### config.mk
export PLATFORM = sky130hd
export DESIGN_NAME = taillights_input_cond_flat
export DESIGN_NICKNAME = d
export VERILOG_FILES = /design/src/rtl/taillights_pkg.sv /design/src/rtl/taillights_input_cond_if.sv /design/src/rtl/tl_debounce.sv /design/src/rtl/taillights_input_cond.sv /design/src/flat_wrapper.sv
export SDC_FILE = /design/constraint.sdc
export NUM_CORES = 1
export LEC_CHECK = 0
export ABC_AREA = 1
export BUFFER_PORTS_ARGS = -buffer_cell sky130_fd_sc_hd__buf_2
export CAP_MARGIN = 25
export CORE_ASPECT_RATIO = 1.2
export CORE_MARGIN = 4
export CORE_UTILIZATION = 60
export DETAILED_ROUTE_END_ITERATION = 7
export PLACE_DENSITY = 0.89
export SKIP_LAST_GASP = 1
export SYNTH_ARGS = -nofsm -noshare
export SYNTH_HDL_FRONTEND = slang
export SYNTH_SLANG_ARGS = --single-unit
### constraint.sdc
create_clock -name clk -period 1.85 [get_ports clk]
set_clock_uncertainty 0.1 [all_clocks]
set_input_delay 0.0925 -clock clk [delete_from_list [all_inputs] [get_ports clk]]
set_output_delay 0.0925 -clock clk [all_outputs]
set_load 0.01 [all_outputs]
### src/rtl/taillights_pkg.sv
// ---------------------------------------------------------------------------
// taillights_pkg
// Shared types and default constants for the taillights controller.
//   req_t              prioritized turn request handed to the sequencing FSM
//   TICK_DIV_DEFAULT   clk cycles per blink step (4 Hz at 100 MHz)
//   DB_CYCLES_DEFAULT  cycles a synced switch must hold a new level before
//                      it is accepted
// ---------------------------------------------------------------------------
package taillights_pkg;

  typedef enum logic [1:0] {
    REQ_NONE  = 2'd0,
    REQ_LEFT  = 2'd1,
    REQ_RIGHT = 2'd2,
    REQ_HAZ   = 2'd3
  } req_t;

  localparam int TICK_DIV_DEFAULT  = 25_000_000;
  localparam int DB_CYCLES_DEFAULT = 1_000_000;

endpackage

### src/rtl/taillights_input_cond_if.sv
// ---------------------------------------------------------------------------
// taillights_input_cond_if
// Bundles the raw switch inputs and the conditioned outputs of the taillights
// input conditioner.
//   left_in/right_in/haz_in  raw switches, asynchronous to clk
//   req                      registered prioritized request (req_t)
//   tick                     one-cycle blink-step strobe
// Modports:
//   master  drives the switches and observes req/tick (board side / bench)
//   slave   the conditioner itself
// ---------------------------------------------------------------------------
interface taillights_input_cond_if;
  import taillights_pkg::*;

  logic left_in;
  logic right_in;
  logic haz_in;
  req_t req;
  logic tick;

  modport master (
    output left_in,
    output right_in,
    output haz_in,
    input  req,
    input  tick
  );

  modport slave (
    input  left_in,
    input  right_in,
    input  haz_in,
    output req,
    output tick
  );

endinterface

### src/rtl/tl_debounce.sv
// ---------------------------------------------------------------------------
// tl_debounce
// One switch channel: two-flop synchronizer followed by an optional
// debounce counter.
//   clk    in  system clock, rising edge
//   rst    in  synchronous, active-high reset
//   raw    in  raw switch level, asynchronous to clk
//   level  out accepted (stable) switch level
// Configuration macro: TAILLIGHTS_DEBOUNCE_EN
//   defined   -> a new synced level must persist DB_CYCLES consecutive cycles
//   undefined -> level follows the synchronizer output directly
// ---------------------------------------------------------------------------
module tl_debounce #(
  parameter int DB_CYCLES = 1
) (
  input  logic clk,
  input  logic rst,
  input  logic raw,
  output logic level
);

  if (DB_CYCLES < 1) begin : g_bad_db_cycles
    $error("tl_debounce: DB_CYCLES must be >= 1");
  end

  logic sync1;
  logic sync2;

  // Two-flop synchronizer; the raw switch is asynchronous, so sync1 may go
  // metastable and only sync2 is used downstream.
  always_ff @(posedge clk) begin
    if (rst) begin
      sync1 <= 1'b0;
      sync2 <= 1'b0;
    end else begin
      sync1 <= raw;
      sync2 <= sync1;
    end
  end

`ifdef TAILLIGHTS_DEBOUNCE_EN
  // A width of at least 1 keeps DB_CYCLES == 1 legal.
  localparam int CW = (DB_CYCLES > 1) ? $clog2(DB_CYCLES) : 1;
  localparam logic [CW-1:0] CNT_MAX = CW'(DB_CYCLES - 1);

  logic [CW-1:0] cnt;
  logic          stable;

  // Count consecutive cycles in which the synced level disagrees with the
  // accepted one. Any cycle of agreement (a bounce) clears the count, so
  // only an uninterrupted run of DB_CYCLES cycles flips the stable level.
  always_ff @(posedge clk) begin
    if (rst) begin
      cnt    <= '0;
      stable <= 1'b0;
    end else if (sync2 != stable) begin
      if (cnt == CNT_MAX) begin
        stable <= sync2;
        cnt    <= '0;
      end else begin
        cnt <= cnt + 1'b1;
      end
    end else begin
      cnt <= '0;
    end
  end

  assign level = stable;
`else
  assign level = sync2;
`endif

endmodule

### src/rtl/taillights_input_cond.sv
// ---------------------------------------------------------------------------
// taillights_input_cond
// Front end of the taillights controller: conditions the three raw switches,
// encodes them into one prioritized request and generates the blink-step tick
// that advances the sequencing FSM.
//   clk   in  system clock, rising edge
//   rst   in  synchronous, active-high reset
//   bus   taillights_input_cond_if.slave
//         left_in/right_in/haz_in in, req (req_t) out, tick out
// Parameters:
//   TICK_DIV   clk cycles per blink step, >= 2
//   DB_CYCLES  debounce length in cycles, >= 1
// Configuration macro: TAILLIGHTS_DEBOUNCE_EN (see tl_debounce)
// ---------------------------------------------------------------------------
module taillights_input_cond
  import taillights_pkg::*;
#(
  parameter int TICK_DIV  = TICK_DIV_DEFAULT,
  parameter int DB_CYCLES = DB_CYCLES_DEFAULT
) (
  input logic                          clk,
  input logic                          rst,
  taillights_input_cond_if.slave       bus
);

  if (TICK_DIV < 2) begin : g_bad_tick_div
    $error("taillights_input_cond: TICK_DIV must be >= 2");
  end

  localparam int TW = $clog2(TICK_DIV);
  localparam logic [TW-1:0] TICK_MAX = TW'(TICK_DIV - 1);

  logic          left_s;
  logic          right_s;
  logic          haz_s;
  req_t          next_req;
  req_t          req_q;
  logic          restart;
  logic [TW-1:0] tick_cnt;
  logic          tick_q;

  tl_debounce #(.DB_CYCLES(DB_CYCLES)) u_db_left (
    .clk   (clk),
    .rst   (rst),
    .raw   (bus.left_in),
    .level (left_s)
  );

  tl_debounce #(.DB_CYCLES(DB_CYCLES)) u_db_right (
    .clk   (clk),
    .rst   (rst),
    .raw   (bus.right_in),
    .level (right_s)
  );

  tl_debounce #(.DB_CYCLES(DB_CYCLES)) u_db_haz (
    .clk   (clk),
    .rst   (rst),
    .raw   (bus.haz_in),
    .level (haz_s)
  );

  // Priority encode: hazard wins, and both turn switches together are also
  // treated as a hazard request.
  always_comb begin
    next_req = REQ_NONE;
    if (haz_s || (left_s && right_s)) begin
      next_req = REQ_HAZ;
    end else if (left_s) begin
      next_req = REQ_LEFT;
    end else if (right_s) begin
      next_req = REQ_RIGHT;
    end
  end

  assign restart = (next_req != req_q);

  // Request register; the FSM sees a clean, glitch-free request.
  always_ff @(posedge clk) begin
    if (rst) begin
      req_q <= REQ_NONE;
    end else begin
      req_q <= next_req;
    end
  end

  // Blink-step divider. A change of request reloads the phase so the FSM
  // gets a full first step for the new pattern; that reload takes priority
  // over a coinciding wrap, suppressing the tick for that cycle.
  always_ff @(posedge clk) begin
    if (rst) begin
      tick_cnt <= '0;
      tick_q   <= 1'b0;
    end else if (restart) begin
      tick_cnt <= '0;
      tick_q   <= 1'b0;
    end else if (tick_cnt == TICK_MAX) begin
      tick_cnt <= '0;
      tick_q   <= 1'b1;
    end else begin
      tick_cnt <= tick_cnt + 1'b1;
      tick_q   <= 1'b0;
    end
  end

  assign bus.req  = req_q;
  assign bus.tick = tick_q;

endmodule
### src/flat_wrapper.sv
// flat-port wrapper written by rule: the top's interface ports become plain ports
module taillights_input_cond_flat import taillights_pkg::*;
#(
  parameter int TICK_DIV  = TICK_DIV_DEFAULT,
  parameter int DB_CYCLES = DB_CYCLES_DEFAULT
)
  (clk, rst, bus_left_in, bus_right_in, bus_haz_in, bus_req, bus_tick);
  taillights_input_cond_if bus_i ();
  input logic clk;
  input logic rst;
  input wire logic [$bits(bus_i.left_in)-1:0] bus_left_in;
  input wire logic [$bits(bus_i.right_in)-1:0] bus_right_in;
  input wire logic [$bits(bus_i.haz_in)-1:0] bus_haz_in;
  output wire logic [$bits(bus_i.req)-1:0] bus_req;
  output wire logic [$bits(bus_i.tick)-1:0] bus_tick;
  assign bus_i.left_in = bus_left_in;
  assign bus_i.right_in = bus_right_in;
  assign bus_i.haz_in = bus_haz_in;
  assign bus_req = bus_i.req;
  assign bus_tick = bus_i.tick;
  taillights_input_cond #(.TICK_DIV(TICK_DIV), .DB_CYCLES(DB_CYCLES)) u_core (.clk(clk), .rst(rst), .bus(bus_i));
endmodule
Word level (Yosys, flattened, before mapping). Index checks and enable logic that the tools add are counted.

Output and inout bits: 3. Bits of input ports: 5. Flip-flop bits (word level): 34.

Equal/unequal tests: 2. Reductions and logical operators: 4. $add $sub $neg: 1. Muxes and demuxes: 4.

Operators by type and width (number): 25-bit by 1-bit adder with 25-bit output, second input constant (1); 25-bit equality test, second input constant (1); 2-bit 2-to-1 mux (3); 3-bit OR reduction (1); 2-bit inequality test (1); 2-bit OR reduction (1); 1-bit logical AND (1); 1-bit logical OR (1); 1-bit 2-to-1 mux (1).

Longest topological paths before layout.
Depth in word-level cells: 5. Gate-level depth with buffers: 10.

By module. A second synthesis with hierarchy kept.

Cell total of the unflattened synthesis: 251. Area total of the unflattened synthesis: 1659.1 µm².

By module, submodules not included: taillights_input_cond (times used 1, area each 1493.9 µm², cells an instance 233); tl_debounce (times used 3, area each 55.1 µm², cells an instance 6).

Least setup slack after synthesis. No wires, ideal clock.

Path kind: register to register. Start point: reg u_core.tick_cnt[0]. End point: reg u_core.tick_cnt[2]. Clock period less this slack: 1.450 ns. Arrival time: 1.234 ns. Slack: 0.400 ns. Data required time: 1.634 ns. Buffers on the path: 1. Setup time: 0.116 ns. Stages on the path, launching flop included: 10. Cell sequence: dfxtp_1 > ha_1 > nand2_1 > nor2_2 > nand2_1 > nor2_1 > nand2_1 > nand3_4 > buf_6 > nor2_1.

Cells in the longest elaborated chain, start to end: 2. Elaborated cells between the ends (all ways): 3. Those cells by class: 1 x add/sub; 1 x eq/ne; 1 x reduce/logical.

Ends and longest elaborated chain: start: declaration (line taillights_input_cond.sv:39) `logic [TW-1:0] tick_cnt;`; start signal: assignment (line taillights_input_cond.sv:101) `tick_cnt <= tick_cnt + 1'b1;`; parallel branches: the longest is 2 deep, another holds 25-bit by 1-bit adder with 25-bit output.

Parallel ways; which one is timed is not known. A chain may end at the register's enable or synchronous reset.

Final worst setup path.
Start point: reg u_core.tick_cnt[0]. End point: reg u_core.tick_cnt[14].

Same word-level chain as after synthesis.

==> impl_metrics.json <==
{
  "edff_count_synth": 0,
  "vias": 1519,
  "setup_viol": 0,
  "wirelength_mm": 3.26,
  "clk_root_buffer_cell": "sky130_fd_sc_hd__clkbuf_4",
  "path_common_cell": "sky130_fd_sc_hd__nor2_1",
  "route.detailed.drc": 0,
  "flow.area_growth_from_synthesis_pct": 11.8,
  "cts_inserted_buffers": 5,
  "place.port_buffers": 7,
  "yosysTopAreaCellShare": 0.392,
  "num-fill-cells": 223,
  "yosysMostFrequentCell": "sky130_fd_sc_hd__nand2_1",
  "critical_path.top_delay_family": "simple AND/OR/NAND/NOR gates",
  "syn_area_per_cell_um2": 6.86,
  "floorplan.initialDensity": 0.623,
  "synth-seq-cells": 34,
  "path_depth": 7,
  "die_w_um": 57.1,
  "intPower_mw": 1.06,
  "final_layout_size_suffix_gt1_frac": 0.132,
  "rr_worst_depth": 7,
  "synth_cell_types": 20,
  "firstDrtPassIters": 4,
  "cellPowerDensity_nw_per_um2": 705,
  "cts_max_path_buffers": 2,
  "fin_setup_tns_ps": 0,
  "global_route.usage.total": 0.193,
  "routed_wire_length_per_instance_um": 10.6,
  "holdPathStages": 2,
  "core.rowCount": 21,
  "maxClockFrequency_ghz": 0.613,
  "timing.critical_path.slowest_cell_delay_ps": 380,
  "synth_ff_type": "sky130_fd_sc_hd__dfxtp_1",
  "antenna_violating_nets_post_route": 0,
  "via_count_of_the_first_global_routing_pass": 1434,
  "postSynthCellCount": 253,
  "asyncSetResetFlopFracSynth": 0,
  "postSynthNetCount": 259,
  "post_synthesis_sequential_area_ratio": 0.392,
  "synth_top_cells_by_area": "sky130_fd_sc_hd__dfxtp_1, sky130_fd_sc_hd__nand2_1, sky130_fd_sc_hd__nor2_1",
  "p_clk_frac": 0.393,
  "clock-sinks": 34,
  "maxSlewHeadroom": 0.790,
  "antennaDiodeCount": 0,
  "die_area_um2": 3820,
  "worst_margin_pin_slew_ps": 316,
  "core-area_um2": 2790,
  "finalCoreUtilization": 0.696,
  "critical_path_required_ps": 1980,
  "timing.final.crit_period_ps": 1630,
  "worstPathArrival_ps": 1760,
  "p_sw_frac": 0.226,
  "clk_pin_slew_ps": 110,
  "routed_via_density": 4.96,
  "cts.repair_timing.setup_buffer_count": 0,
  "finalMaxSlewViolations": 0,
  "pwr-share-comb": 0.057,
  "largest_register": "u_core.tick_cnt",
  "syn-cell-area_um2": 1740,
  "largest_reg_flops": 25,
  "total_switching_power_mw": 0.309,
  "clk-insertion-delay-late_ps": 340,
  "outcome": "complete, no violations",
  "crit_type": "reg -> reg",
  "tritoncts": "yes",
  "grt_first_pass_wirelength_mm": 5.66,
  "total_power_mw": 1.37,
  "die_y_um": 66.9,
  "crit_fanout": 3,
  "number_of_levels_the_h_tree_was_split_into": 2,
  "critical_path.n_buffers_inverters": 1,
  "endpoint_kind": "register",
  "leakagePower_nw": 0.760,
  "grt_antenna_before_repair": 0,
  "ios": 8,
  "drtIter0Drc": 48,
  "finalNetCount": 277,
  "maximum_number_of_pins_on_one_net_before_global_route_repair": 26,
  "seq_power_share": 0.549,
  "synth_top_area_cell": "sky130_fd_sc_hd__dfxtp_1",
  "path_cells": "ha_1, nand3_1, nor2_1, inv_1, nor2_2, xor2_1, nor2_1",
  "final.period_utilization": 0.882,
  "holdCritPathClass": "reg -> reg",
  "dp.final_hpwl_mm": 2.33,
  "gr-total-overflow": 0,
  "synth_commonest_cells": "sky130_fd_sc_hd__nand2_1, sky130_fd_sc_hd__nor2_1, sky130_fd_sc_hd__inv_1, sky130_fd_sc_hd__dfxtp_1, sky130_fd_sc_hd__nand3_1",
  "routabilityCongestion": 0.837,
  "final-hold-violation-count": 0,
  "max_cap_viol_count": 0,
  "critPathLaunchType": "register",
  "peakVddDrop_mv": 0.760,
  "rsz_0062_raised_after_global_routing": "false",
  "synth-warning-count": 0,
  "critical_path.slowest_cell": "sky130_fd_sc_hd__dfxtp_1"
}
==> worst reg2reg max path, cell delays in order, from the launching register on <==
cell and delay, ps:
sky130_fd_sc_hd__dfxtp_1 380, sky130_fd_sc_hd__ha_1 210, sky130_fd_sc_hd__nand3_1 160, sky130_fd_sc_hd__nor2_1 210
sky130_fd_sc_hd__inv_1 80, sky130_fd_sc_hd__nor2_2 150, sky130_fd_sc_hd__xor2_1 170, sky130_fd_sc_hd__nor2_1 60
==> through the flow <==
stage               hold WS (ps)  setup WS [ps]  instances  instance area [um^2]
global route                 327           60.6        306                  1940
global placement             195            296        291                  1790
CTS                          310            222        306                  1940
detailed placement           202            241        291                  1790
finish                       318            219        306                  1940
floorplan                   99.5            400        253                  1740
==> routing by layer <==
metal / share of wire / GRT usage
met5: 0 / 0
met1: 0.43 / 0.199
met2: 0.52 / 0.366
met3: 0.041 / 0.0543
met4: 0.018 / 0.0725
==> logic make-up (layout without fill, tap and decap cells) <==
logic type | count (synthesis) | after routing | synth area share
xor+xnor | 15 | 15 | 0.0757
buf+inv | 44 | 63 | 0.104
compound gates | 1 | 1 | 0.00361
flops | 34 | 34 | 0.392
simple gates | 158 | 158 | 0.417
fa+ha+maj | 1 | 1 | 0.00721
==> timing repair <==
action	CTS	global route
endpoints found under the hold margin	7	0
hold buffers	7	0
resized for setup	0	0
endpoints found under the setup margin	0	0
==> final timing paths <==
path                       endpoint              startpoint  slack (ps)
min          u_core.u_db_left.level  u_core.u_db_left.sync1         320
max reg2reg     u_core.tick_cnt[14]      u_core.tick_cnt[0]         220
max             u_core.tick_cnt[14]      u_core.tick_cnt[0]         220
min reg2reg  u_core.u_db_left.level  u_core.u_db_left.sync1         320
==> cells in the final DEF (no fill, tap or decap), drive strengths merged <==
| cell type | netlist | layout |
|---|---|---|
| nor2 | 66 | 66 |
| nand2 | 63 | 63 |
| inv | 41 | 41 |
| dfxtp | 34 | 34 |
| nand3 | 23 | 23 |
| xor2 | 10 | 10 |
| dlygate4sd3 | 0 | 7 |
| buf | 2 | 7 |
| xnor2 | 5 | 5 |
| clkbuf | 1 | 5 |
| nand4 | 3 | 3 |
| clkinvlp | 0 | 2 |
| nand3b | 1 | 1 |
| a31oi | 1 | 1 |
| nor3 | 1 | 1 |
| nor2b | 1 | 1 |
| ha | 1 | 1 |
| bufinv | 0 | 1 |
==> power by group through the flow <==
| stage | logic (mW) | clock network, mW | registers (mW) |
|---|---|---|---|
| 2_1_floorplan | 0.0572 | 0 | 0.768 |
| 6_report | 0.0785 | 0.538 | 0.751 |
| 3_5_place_dp | 0.0653 | 0 | 0.768 |
| 4_1_cts | 0.0768 | 0.556 | 0.751 |
| 5_1_grt | 0.0894 | 0.582 | 0.753 |
| 3_3_place_gp | 0.0628 | 0 | 0.767 |
==> final cells by class <==
| type | count | area (um^2) | share of cell area |
|---|---|---|---|
| flip-flops and latches | 34 | 681 | 0.351 |
| clock inverters | 3 | 45.0 | 0.0232 |
| well taps | 34 | 42.5 | 0.0219 |
| inverters | 41 | 154 | 0.0794 |
| multi-input cells | 175 | 875 | 0.451 |
| clock buffers | 5 | 37.5 | 0.0194 |
| repair buffers | 14 | 105 | 0.0542 |
Power figures use the tool's default switching activity.
